--- src/rtl/mcpu_alu_seq.sv ---
// Registered, handshaked ALU: single-cycle logic/add/sub/shift ops plus a
// multi-cycle shift-add multiplier, with one valid/ready-guarded result register.
module mcpu_alu_seq #(
  parameter int unsigned WORD_SIZE = 8,
  parameter int unsigned CMD_SIZE  = 3
) (
  input  logic                 clk,
  input  logic                 reset,
  input  logic                 in_valid,
  output logic                 in_ready,
  input  logic [CMD_SIZE-1:0]  opcode,
  input  logic [WORD_SIZE-1:0] r1,
  input  logic [WORD_SIZE-1:0] r2,
  output logic                 out_valid,
  input  logic                 out_ready,
  output logic [WORD_SIZE-1:0] out,
  output logic                 overflow,
  output logic                 zero
);

  localparam int unsigned SH_W  = $clog2(WORD_SIZE);
  localparam int unsigned CNT_W = SH_W;
  localparam int unsigned ACC_W = 2 * WORD_SIZE;

  localparam logic [CMD_SIZE-1:0] OP_AND = CMD_SIZE'(0);
  localparam logic [CMD_SIZE-1:0] OP_OR  = CMD_SIZE'(1);
  localparam logic [CMD_SIZE-1:0] OP_XOR = CMD_SIZE'(2);
  localparam logic [CMD_SIZE-1:0] OP_ADD = CMD_SIZE'(3);
  localparam logic [CMD_SIZE-1:0] OP_SUB = CMD_SIZE'(4);
  localparam logic [CMD_SIZE-1:0] OP_SHL = CMD_SIZE'(5);
  localparam logic [CMD_SIZE-1:0] OP_SHR = CMD_SIZE'(6);
  localparam logic [CMD_SIZE-1:0] OP_MUL = CMD_SIZE'(7);

  typedef enum logic {
    IDLE = 1'b0,
    MUL  = 1'b1
  } state_t;

  state_t               state_q, state_d;
  logic [WORD_SIZE-1:0] out_q, out_d;
  logic                 ovf_q, ovf_d;
  logic                 zero_q, zero_d;
  logic                 valid_q, valid_d;
  logic [ACC_W-1:0]     mcand_q, mcand_d;
  logic [WORD_SIZE-1:0] mplier_q, mplier_d;
  logic [ACC_W-1:0]     acc_q, acc_d;
  logic [CNT_W-1:0]     cnt_q, cnt_d;

  logic                 accept;
  logic                 consume;
  logic [WORD_SIZE:0]   sum;
  logic [ACC_W-1:0]     shl_wide;
  logic [ACC_W-1:0]     acc_step;
  logic [WORD_SIZE-1:0] alu_res;
  logic                 alu_ovf;

  assign in_ready  = (state_q == IDLE) && (!valid_q || out_ready);
  assign accept    = in_valid && in_ready;
  assign consume   = valid_q && out_ready;
  assign out_valid = valid_q;
  assign out       = out_q;
  assign overflow  = ovf_q;
  assign zero      = zero_q;

  // Widened helpers so carry and shifted-out bits stay visible.
  assign sum      = {1'b0, r1} + {1'b0, r2};
  assign shl_wide = ACC_W'(r1) << r2[SH_W-1:0];
  assign acc_step = mplier_q[0] ? (acc_q + mcand_q) : acc_q;

  // Single-cycle operations.
  always_comb begin
    alu_res = '0;
    alu_ovf = 1'b0;
    case (opcode)
      OP_AND: alu_res = r1 & r2;
      OP_OR:  alu_res = r1 | r2;
      OP_XOR: alu_res = r1 ^ r2;
      OP_ADD: begin
        alu_res = sum[WORD_SIZE-1:0];
        alu_ovf = sum[WORD_SIZE];
      end
      OP_SUB: begin
        alu_res = r1 - r2;
        alu_ovf = (r1 < r2);
      end
      OP_SHL: begin
        alu_res = shl_wide[WORD_SIZE-1:0];
        alu_ovf = |shl_wide[ACC_W-1:WORD_SIZE];
      end
      OP_SHR: alu_res = r1 >> r2[SH_W-1:0];
      default: ;
    endcase
  end

  // Next-state and result-register logic.
  always_comb begin
    state_d  = state_q;
    out_d    = out_q;
    ovf_d    = ovf_q;
    zero_d   = zero_q;
    valid_d  = valid_q;
    mcand_d  = mcand_q;
    mplier_d = mplier_q;
    acc_d    = acc_q;
    cnt_d    = cnt_q;

    if (consume) valid_d = 1'b0;

    case (state_q)
      IDLE: begin
        if (accept) begin
          if (opcode == OP_MUL) begin
            mcand_d  = ACC_W'(r1);
            mplier_d = r2;
            acc_d    = '0;
            cnt_d    = '0;
            state_d  = MUL;
          end else begin
            out_d   = alu_res;
            ovf_d   = alu_ovf;
            zero_d  = (alu_res == '0);
            valid_d = 1'b1;
          end
        end
      end
      MUL: begin
        // One multiplier bit per cycle, LSB first.
        acc_d    = acc_step;
        mcand_d  = mcand_q << 1;
        mplier_d = mplier_q >> 1;
        cnt_d    = cnt_q + CNT_W'(1);
        if (cnt_q == CNT_W'(WORD_SIZE - 1)) begin
          out_d   = acc_step[WORD_SIZE-1:0];
          ovf_d   = |acc_step[ACC_W-1:WORD_SIZE];
          zero_d  = (acc_step[WORD_SIZE-1:0] == '0);
          valid_d = 1'b1;
          cnt_d   = '0;
          state_d = IDLE;
        end
      end
      default: state_d = IDLE;
    endcase
  end

  always_ff @(posedge clk) begin
    if (reset) begin
      state_q  <= IDLE;
      out_q    <= '0;
      ovf_q    <= 1'b0;
      zero_q   <= 1'b0;
      valid_q  <= 1'b0;
      mcand_q  <= '0;
      mplier_q <= '0;
      acc_q    <= '0;
      cnt_q    <= '0;
    end else begin
      state_q  <= state_d;
      out_q    <= out_d;
      ovf_q    <= ovf_d;
      zero_q   <= zero_d;
      valid_q  <= valid_d;
      mcand_q  <= mcand_d;
      mplier_q <= mplier_d;
      acc_q    <= acc_d;
      cnt_q    <= cnt_d;
    end
  end

endmodule

--- config.mk ---
export PLATFORM = sky130hd
export DESIGN_NAME = mcpu_alu_seq
export DESIGN_NICKNAME = d
export VERILOG_FILES = /design/src/rtl/mcpu_alu_seq.sv
export SDC_FILE = /design/constraint.sdc
export NUM_CORES = 1
export LEC_CHECK = 0
export BUFFER_PORTS_ARGS = -buffer_cell sky130_fd_sc_hd__buf_2
export CAP_MARGIN = 30
export CORE_MARGIN = 8
export CORE_UTILIZATION = 35
export DETAILED_ROUTE_END_ITERATION = 8
export SETUP_SLACK_MARGIN = 0.2
export SLEW_MARGIN = 20
export SYNTH_ARGS = -nofsm -noshare
export SYNTH_HDL_FRONTEND = slang
export SYNTH_SLANG_ARGS = --single-unit
--- constraint.sdc ---
create_clock -name clk -period 8.15 [get_ports clk]
set_clock_uncertainty 0.1 [all_clocks]
set_input_delay 0 -clock clk [delete_from_list [all_inputs] [get_ports clk]]
set_output_delay 0 -clock clk [all_outputs]
set_load 0.1 [all_outputs]
==> metrics.md, run 1 <==
| Metric | Value |
|---|---|
| Fmax | about 0.33 GHz |
| RSZ-0062 raised after global routing | no |
| CTS Buffer Depth | 2 |
| CTS tree | built |
| Synth Warn # | 0 |
| Hold slack | 5.28 ps |
| Status | finished clean |
| I/O pin count | 35 |
| # hold bufs at CTS | 4 |
| # DRC | 0 |
| Leakage | 2.26 nW |
| Number of synthesized flops with an enable pin | 0 |
| Initial Util | between 30% and 40% |
| Row cnt | 43 |
| Worst path required time | 8220 ps |
| Post-CTS setup buffer count | 0 |
| Worst-Margin Slew | 987 ps |
| Worst setup SP type | register |
| H-tree Lvls | 2 |
| Routed len/inst | between 15 and 20 µm |
| Total Wirelength | about 15 mm |
| Max-cap violations | 0 |
| Critical Path AT | between 3000 and 4000 ps |
| Initial antenna violation count | 0 |
| Crit. End Element | register |
| Iteration-0 DRC Markers | 495 |
| Yosys reg bits | 55 |
| Worst Hold Class | in2reg |
| Die footprint | 18,000 µm² |
| Port bufs | 34 |
| Share of layout cells above drive strength 1 | 10.7% |
| Mapped Area | 4880 µm² |
| Maximum fanout along the worst path | 5 |
| Layout area overhead | 10.4% |
| Clk slew on worst S/H paths | roughly 80 ps |
| Via/cell ratio | 5.86 |
| Post-Synthesis Net Count | 709 |
| Final net count | 722 |
| Final Core Density | 39.1% |
| IR drop worst, VDD | ~93 µV |
| Post-CTS sizing | 0 |
| Total negative slack | 0 ps |
| Core Box Area | 13,800 µm² |
| Period minus WS final | 3050 ps |
| Setup CP Type | reg2reg |
| Sequential fraction of the synthesis area | about 23% |
| Via Count | ~4,900 |
| Ys async rst share | 0% |
| Total GRT Usage | between 10% and 20% |
| Fin. max-slew vios | 0 |
| Fillers | 1,477 |
| Clk sinks | 55 |
| DP HPWL | 11.1 mm |
| Largest net degree at the start of global routing | 53 |
| Period utilisation layout | approximately 37% |
| Die Ht | 134 µm |
| Root buffer cell | clkbuf_16 |
| Drt pass-1 iters | 5 |
| Syn avg cell area | about 7.6 µm² |
| Netlist cell types | 71 |
| Clk_lat worst skew | 300 ps |
| Num CTS Buffers | 5 |
| Most frequent cells in the layout | nor2_1, a21oi_1, nand2_1 |
| Finished Layout Cells | 835 |
| Most common cell after layout, fill and taps aside | nor2_1 |
| Vias in the first global route | 4,731 |
| Routed Antenna Nets | 0 |
| Total grt overflow | 0 |
| Placed Cells | 820 |
| Pwr dens | 129 nW/µm² |
| Syn Inst Count | between 600 and 700 |
| PnR Total Power | 0.693 mW |
| Placer Congestion | roughly 0.97 |
| Endpoints failing setup | 0 |
| Fin. Hold Viols | 0 |
| ANT cells | 0 |
| Top FF cell, synth | dfxtp_1 |
| Global-route wire length before repair | 24.1 mm |
| Die Wd | roughly 130 µm |
| Rel. slew slack | around a third |
-- worst max-delay path: stages (launching register included) --
cell       delay [ps]
dfxtp_1           430
ha_1              280
a211oi_2          360
o31ai_1           170
a311o_1           400
and4b_1           200
a211o_1           260
a2111oi_1         360
and4_1            260
a41oi_1           120
-- where the power goes --
| group | leakage (nW) | internal, mW | switching, mW |
|---|---|---|---|
| clock | 0.0740 | 0.114 | 0.103 |
| sequential | 0.446 | 0.275 | 0.00484 |
| combinational | 1.74 | 0.0613 | 0.134 |
-- final timing paths --
check	startpoint	to	slack (ps)	cells past startpoint
min reg2reg	out[4]	out[4]	350	2
min	r2[3]	mplier_q[3]	5	3
max reg2reg	mcand_q[1]	overflow	5100	9
max	mcand_q[1]	overflow	5100	9
-- sequential cells by signal, indices dropped and copies added, names as in the netlist, 3 cells and up --
signal,flops
acc_q,16
mcand_q,16
mplier_q,8
out,8
cnt_q,3
-- Yosys cell counts (4+ instances only) --
cell type  instances  area, µm²
a21o_1             8       60.1
a31oi_1            6       37.5
buf_1              4       15.0
xnor2_1           13        114
mux2i_1           12        120
nand2b_1           7       43.8
o21bai_1           6       45.0
o31a_1             4       35.0
ha_1              42        526
mux4_2             8        180
clkbuf_1          30        113
a22oi_1           16        120
buf_2              4       20.0
inv_1             29        109
o21ai_1           10       50.1
o21ai_0           21        105
nor2_1            79        297
nor3b_1            6       45.0
or3_1              4       25.0
dfxtp_1           55       1100
nand3_1           11       55.1
and3_1            18        113
o211ai_1           5       37.5
nor3_1            11       55.1
nand2_1           58        218
a211oi_1          15        113
a21oi_1           72        360
nor2b_1            8       50.1
o221ai_1           5       43.8
-- routing by layer --
| metal | track usage [%] | routed length (µm) | part of all wire (%) | vias to the layer above |
|---|---|---|---|---|
| li1 | - | - | - | 2361 |
| met1 | 20.7 | 6670 | 45 | 2366 |
| met5 | 0 | 0 | 0 | - |
| met2 | 27.5 | 7110 | 48 | 143 |
| met3 | 2.02 | 681 | 4.6 | 22 |
| met4 | 5.61 | 331 | 2.2 | 0 |
-- kinds of logic after synthesis --
kind of cell	after synthesis	share of synthesized area (%)
muxes	26	7.54
and+or+nand+nor	219	21.0
AOI/OAI and AO/OA	210	28.5
xor gates and xnor gates	14	2.51
DFF	55	22.6
adders and majority gates	45	12.0
buffers and inverters	72	5.80
-- cell type report --
| class | instances | area (µm²) | area share (%) |
|---|---|---|---|
| well taps | 180 | 225 | 4.18 |
| clock buffers | 5 | 125 | 2.32 |
| clock inverters | 3 | 18.8 | 0.349 |
| flip-flops and latches | 55 | 1100 | 20.5 |
| multi-input cells | 514 | 3500 | 65.0 |
| inverters | 33 | 124 | 2.30 |
| repair buffers | 45 | 292 | 5.41 |
-- stage by stage --
step	setup slack [ps]	area, µm²
final	5100	5380
after global routing	4920	5380
after CTS	5090	5350
after detailed placement	5060	5160
after global placement	4980	5130
after floorplan	4220	4880
No activity file was read; power rests on OpenSTA's default activity.
==> run 2: changes to the inputs <==
- clock period: 8.15 -> 2.7 ns (I/O delays scaled with it)
==> metrics.md, run 2 (same netlist as run 1, synthesis figures left out) <==
| Metric | Value |
|---|---|
| Status | finished clean (unchanged) |
| Initial Util | 35.4% (unchanged) |
| Drt pass-1 iters | 5 (unchanged) |
| RSZ-0062 raised after global routing | yes (was no) |
| Critical Path AT | 2760 ps (was 3120 ps) |
| Rel. slew slack | 59.4% (was 34.2%) |
| Worst path required time | 2840 ps (was 8220 ps) |
| Row cnt | 43 (unchanged) |
| CTS Buffer Depth | 2 (unchanged) |
| CP max stage delay | 370 ps (was 430 ps) |
| Fin. Hold Viols | 0 (unchanged) |
| Clk_lat worst skew | 310 ps (was 300 ps) |
| Via/cell ratio | 5.76 (was 5.86) |
| PnR Total Power | 2.13 mW (was 0.693 mW) |
| Global-route wire length before repair | 24.8 mm (was 24.1 mm) |
| Largest net degree at the start of global routing | 48 (was 53) |
| Crit. End Element | register (unchanged) |
| Period utilisation layout | 97.0% (was 37.4%) |
| Pwr dens | 359 nW/µm² (was 129 nW/µm²) |
| Final WS setup | 80.5 ps (was 5100 ps) |
| ANT cells | 0 (unchanged) |
| Most frequent cells in the layout | nor2_1, a21oi_1, nand2_1 (unchanged) |
| I/O pin count | 35 (unchanged) |
| Endpoints failing setup | 0 (unchanged) |
| Port bufs | 34 (unchanged) |
| Worst-path cell with the longest stage delay | fa_2 (was dfxtp_1) |
| Placed inst area | 5470 µm² (was 5160 µm²) |
| Vias in the first global route | 5,078 (was 4,731) |
| Via Count | 5,055 (was 4,892) |
| Worst Hold Class | in2reg (unchanged) |
| Pre-CTS WS | -63.4 ps (was 5060 ps) |
| Iteration-0 DRC Markers | 272 (was 495) |
| Max-cap violations | 0 (unchanged) |
| Die Wd | 134 µm (unchanged) |
| Num CTS Buffers | 5 (unchanged) |
| Total GRT Usage | 16.7% (was 16.2%) |
| Fin. max-slew vios | 0 (unchanged) |
| Routed Antenna Nets | 0 (unchanged) |
| Period minus WS final | 2620 ps (was 3050 ps) |
| Crit path cell chain | buf_4 -> fa_2 -> a21o_1 -> a221oi_4 -> xnor2_1 -> mux2_2 -> or3_1 -> o31a_1 -> o21ai_1 (was ha_1 -> a211oi_2 -> o31ai_1 -> a311o_1 -> and4b_1 -> a211o_1 -> a2111oi_1 -> and4_1 -> a41oi_1) |
| Final instance area | 5940 µm² (was 5380 µm²) |
| Total Wirelength | 15.4 mm (was 14.8 mm) |
| Fmax | 0.382 GHz (was 0.328 GHz) |
| Die footprint | 18,000 µm² (unchanged) |
| H-tree Lvls | 2 (unchanged) |
| Core Box Area | 13,800 µm² (unchanged) |
| Initial antenna violation count | 0 (unchanged) |
| CTS tree | built (unchanged) |
| Setup CP Type | reg2reg (unchanged) |
| Worst-Margin Slew | 607 ps (was 987 ps) |
| Share of layout cells above drive strength 1 | 21.9% (was 10.7%) |
| # DRC | 0 (unchanged) |
| Final Core Density | 43.1% (was 39.1%) |
| Placer Congestion | 0.928 (was 0.967) |
| Leakage | 2.47 nW (was 2.26 nW) |
| Die Ht | 134 µm (unchanged) |
| Largest regs | acc_q: 16 flops, mcand_q: 16 flops (unchanged) |
| Worst setup SP type | register (unchanged) |
| Total grt overflow | 0 (unchanged) |
| Maximum fanout along the worst path | 4 (was 5) |
| Layout area overhead | 21.7% (was 10.4%) |
| Hold slack | 33.7 ps (was 5.28 ps) |
| IR drop worst, VDD | 229 µV (was 92.9 µV) |
| Routed len/inst | 17.5 µm (was 17.7 µm) |
| Clk sinks | 55 (unchanged) |
| Most common cell after layout, fill and taps aside | nor2_1 (unchanged) |
| DP HPWL | 11.4 mm (was 11.1 mm) |
| Final net count | 765 (was 722) |
| Clk slew on worst S/H paths | 70 ps (was 80 ps) |
| Root buffer cell | clkbuf_16 (unchanged) |
==> run 2: changes by cell type in the layout (fill, tap and decap cells not counted), moves of 5 or more <==
cell     before  now
ha_4          0    5
ha_1         42   36
buf_4         3   48
dfxtp_2       1   11
dfxtp_1      54   41
==> run 2: layer usage <==
layer,global-route usage (%),share of wire [%],vias up
li1,-,-,2448
met1,19.6,43,2414
met2,29.8,49,160
met3,1.80,5.1,33
met4,7.74,2.7,0
met5,0,0,-
==> run 2: worst paths after layout <==
check,start,end,slack [ps],cells past startpoint
max,acc_q[1],zero,80,9
min,r2[7],mplier_q[7],30,5
max reg2reg,acc_q[1],zero,80,9
min reg2reg,out[0],out[0],350,2
==> run 2: power by group <==
group	internal (mW)	switching [mW]	total, mW
combinational	0.206	0.408	0.614
sequential	0.830	0.0178	0.847
clock	0.349	0.320	0.668
total	1.38	0.746	2.13
==> run 2: repair_timing <==
item / 4_1_cts / 5_1_grt
setup buffers: 14 / 2
pin swaps: 12 / 16
resized for setup: 17 / 19
endpoints found under the hold margin: 4 / 0
setup endpoints to repair: 6 / 8
hold buffers: 4 / 0
==> run 2: area by class of cell <==
type	count	area [µm²]
fill	1410	7840
sequential	55	1130
clock inverter	2	16.3
tap	180	225
timing repair buffer	88	602
clock buffer	6	129
inverter	33	124
multi-input combinational	514	3710
==> run 2: worst max-delay path: cells and delay by family, from the launching register on <==
family | cells | cell delay (ps)
compound gates | 4 | 840
xor+xnor | 1 | 110
fa+ha+maj | 1 | 370
buf+inv | 1 | 140
flops | 1 | 360
mux | 1 | 270
simple gates | 1 | 370
==> run 2: metrics by stage <==
| stage | std cells | setup TNS [ps] |
|---|---|---|
| after floorplan | 641 | 0 |
| after global placement | 850 | 0 |
| after detailed placement | 850 | -141 |
| after CTS | 876 | 0 |
| after global routing | 878 | 0 |
| final | 878 | 0 |
==> run 3: changes to the inputs <==
- CTS_BUF_LIST: unset -> sky130_fd_sc_hd__clkbuf_4 sky130_fd_sc_hd__clkbuf_8
==> metrics.md, run 3 (same netlist as run 1, synthesis figures left out) <==
| Metric | Value |
|---|---|
| Hold slack | 19.0 ps (was 33.7 ps) |
| Fin. max-slew vios | 0 (unchanged) |
| Crit. End Element | register (unchanged) |
| Die Ht | 134 µm (unchanged) |
| Setup CP Type | reg2reg (unchanged) |
| Most frequent cells in the layout | nor2_1, a21oi_1, nand2_1 (unchanged) |
| Worst setup SP type | register (unchanged) |
| Drt pass-1 iters | 5 (unchanged) |
| Clk_lat worst skew | 330 ps (was 310 ps) |
| Die footprint | 18,000 µm² (unchanged) |
| Fmax | 0.384 GHz (was 0.382 GHz) |
| Via Count | 5,080 (was 5,055) |
| Final net count | 768 (was 765) |
| Largest net degree at the start of global routing | 48 (unchanged) |
| Worst Hold Class | in2reg (unchanged) |
| Max-cap violations | 0 (unchanged) |
| CTS tree | built (unchanged) |
| IR drop worst, VDD | 170 µV (was 229 µV) |
| Clk slew on worst S/H paths | 110 ps (was 70 ps) |
| Clk sinks | 55 (unchanged) |
| Worst-Margin Slew | 617 ps (was 607 ps) |
| Initial Util | 35.4% (unchanged) |
| DP HPWL | 11.4 mm (unchanged) |
| Rel. slew slack | 58.7% (was 59.4%) |
| Largest regs | acc_q: 16 flops, mcand_q: 16 flops (unchanged) |
| Global-route wire length before repair | 24.8 mm (about the same) |
| Num CTS Buffers | 5 (unchanged) |
| Pre-CTS WS | -63.4 ps (unchanged) |
| Period minus WS final | 2600 ps (was 2620 ps) |
| Die Wd | 134 µm (unchanged) |
| Initial antenna violation count | 0 (unchanged) |
| Leakage | 2.46 nW (was 2.47 nW) |
| Most common cell after layout, fill and taps aside | nor2_1 (unchanged) |
| Vias in the first global route | 5,100 (was 5,078) |
| # DRC | 0 (unchanged) |
| Routed Antenna Nets | 0 (unchanged) |
| CTS Buffer Depth | 2 (unchanged) |
| Worst path required time | 2830 ps (was 2840 ps) |
| H-tree Lvls | 2 (unchanged) |
| Placer Congestion | 0.928 (unchanged) |
| RSZ-0062 raised after global routing | yes (unchanged) |
| ANT cells | 0 (unchanged) |
| Fillers | 1,419 (was 1,410) |
| Critical Path AT | 2730 ps (was 2760 ps) |
| Endpoints failing setup | 0 (unchanged) |
| Pwr dens | 333 nW/µm² (was 359 nW/µm²) |
| GRT Max-Usage Layer | met2 (unchanged) |
| Root buffer cell | clkbuf_8 (was clkbuf_16) |
| Placed inst area | 5470 µm² (unchanged) |
| Status | finished clean (unchanged) |
| Layout area overhead | 21.1% (was 21.7%) |
| Routed len/inst | 17.3 µm (was 17.5 µm) |
| Row cnt | 43 (unchanged) |
| Period utilisation layout | 96.4% (was 97.0%) |
| Final instance area | 5910 µm² (was 5940 µm²) |
| Final WS setup | 96.2 ps (was 80.5 ps) |
| Port bufs | 34 (unchanged) |
| Iteration-0 DRC Markers | 262 (was 272) |
| I/O pin count | 35 (unchanged) |
| Core Box Area | 13,800 µm² (unchanged) |
| GR Util met3 | 2.32% (was 1.80%) |
| Share of layout cells above drive strength 1 | 22.5% (was 21.9%) |
| Total grt overflow | 0 (unchanged) |
| Met1 Usage GRT | 19.4% (was 19.6%) |
| Final Core Density | 42.9% (was 43.1%) |
| Total Wirelength | 15.2 mm (was 15.4 mm) |
| Total GRT Usage | 16.7% (about the same) |
| Maximum fanout along the worst path | 3 (was 4) |
| Fin. Hold Viols | 0 (unchanged) |
| Via/cell ratio | 5.77 (was 5.76) |
| GR Util met2 | 29.5% (was 29.8%) |
[run 3: worst max-delay path, stage by stage, from the launching register on]
cell	delay, ps
dfxtp_2	350
ha_4	160
fa_2	370
a21o_1	230
a221oi_4	280
buf_4	160
a211oi_2	60
a211oi_2	180
xnor2_1	90
mux2i_1	190
and4_1	230
a41oi_2	90
[run 3: metal layers]
metal / wire length [µm] / vias up
met5: 0 / -
met4: 483 / 0
met3: 817 / 36
met2: 7490 / 161
met1: 6410 / 2428
li1: - / 2455
[run 3: final cells by class]
class / instances / area [µm²] / area share [%]
clock inverters: 2 / 16.3 / 0.275
flip-flops and latches: 55 / 1120 / 19.0
multi-input cells: 514 / 3730 / 63.2
clock buffers: 6 / 76.3 / 1.29
well taps: 180 / 225 / 3.81
repair buffers: 91 / 611 / 10.3
inverters: 33 / 124 / 2.10
[run 3: final timing paths]
kind	slack, ps	cells after the start	end	from
worst max-delay path	100	11	overflow	acc_q[0]
worst min-delay path	20	2	mcand_q[12]	reset
worst max register to register	100	11	overflow	acc_q[0]
worst min register to register	350	2	out[0]	out[0]
[run 3: metrics by stage]
stage / power (mW) / setup TNS [ps] / std cells
floorplan: 1.29 / 0 / 641
global placement: 1.46 / 0 / 850
detailed placement: 1.46 / -141 / 850
CTS: 1.98 / 0 / 880
global route: 2.06 / -55.5 / 881
finish: 1.97 / 0 / 881
[run 3: what timing repair did]
| action | in CTS | in global routing |
|---|---|---|
| buffers inserted | 17 | 1 |
| endpoints found under the setup margin | 6 | 8 |
| hold buffers | 5 | 0 |
| hold endpoints to repair | 5 | 0 |
| pin swaps | 22 | 15 |
| gates resized for setup | 23 | 15 |
[run 3: report_power, final]
| part | internal [mW] | switching (mW) | leakage, nW |
|---|---|---|---|
| combinational | 0.207 | 0.409 | 1.96 |
| sequential | 0.830 | 0.0177 | 0.452 |
| clock | 0.197 | 0.304 | 0.0452 |
| total | 1.23 | 0.731 | 2.46 |
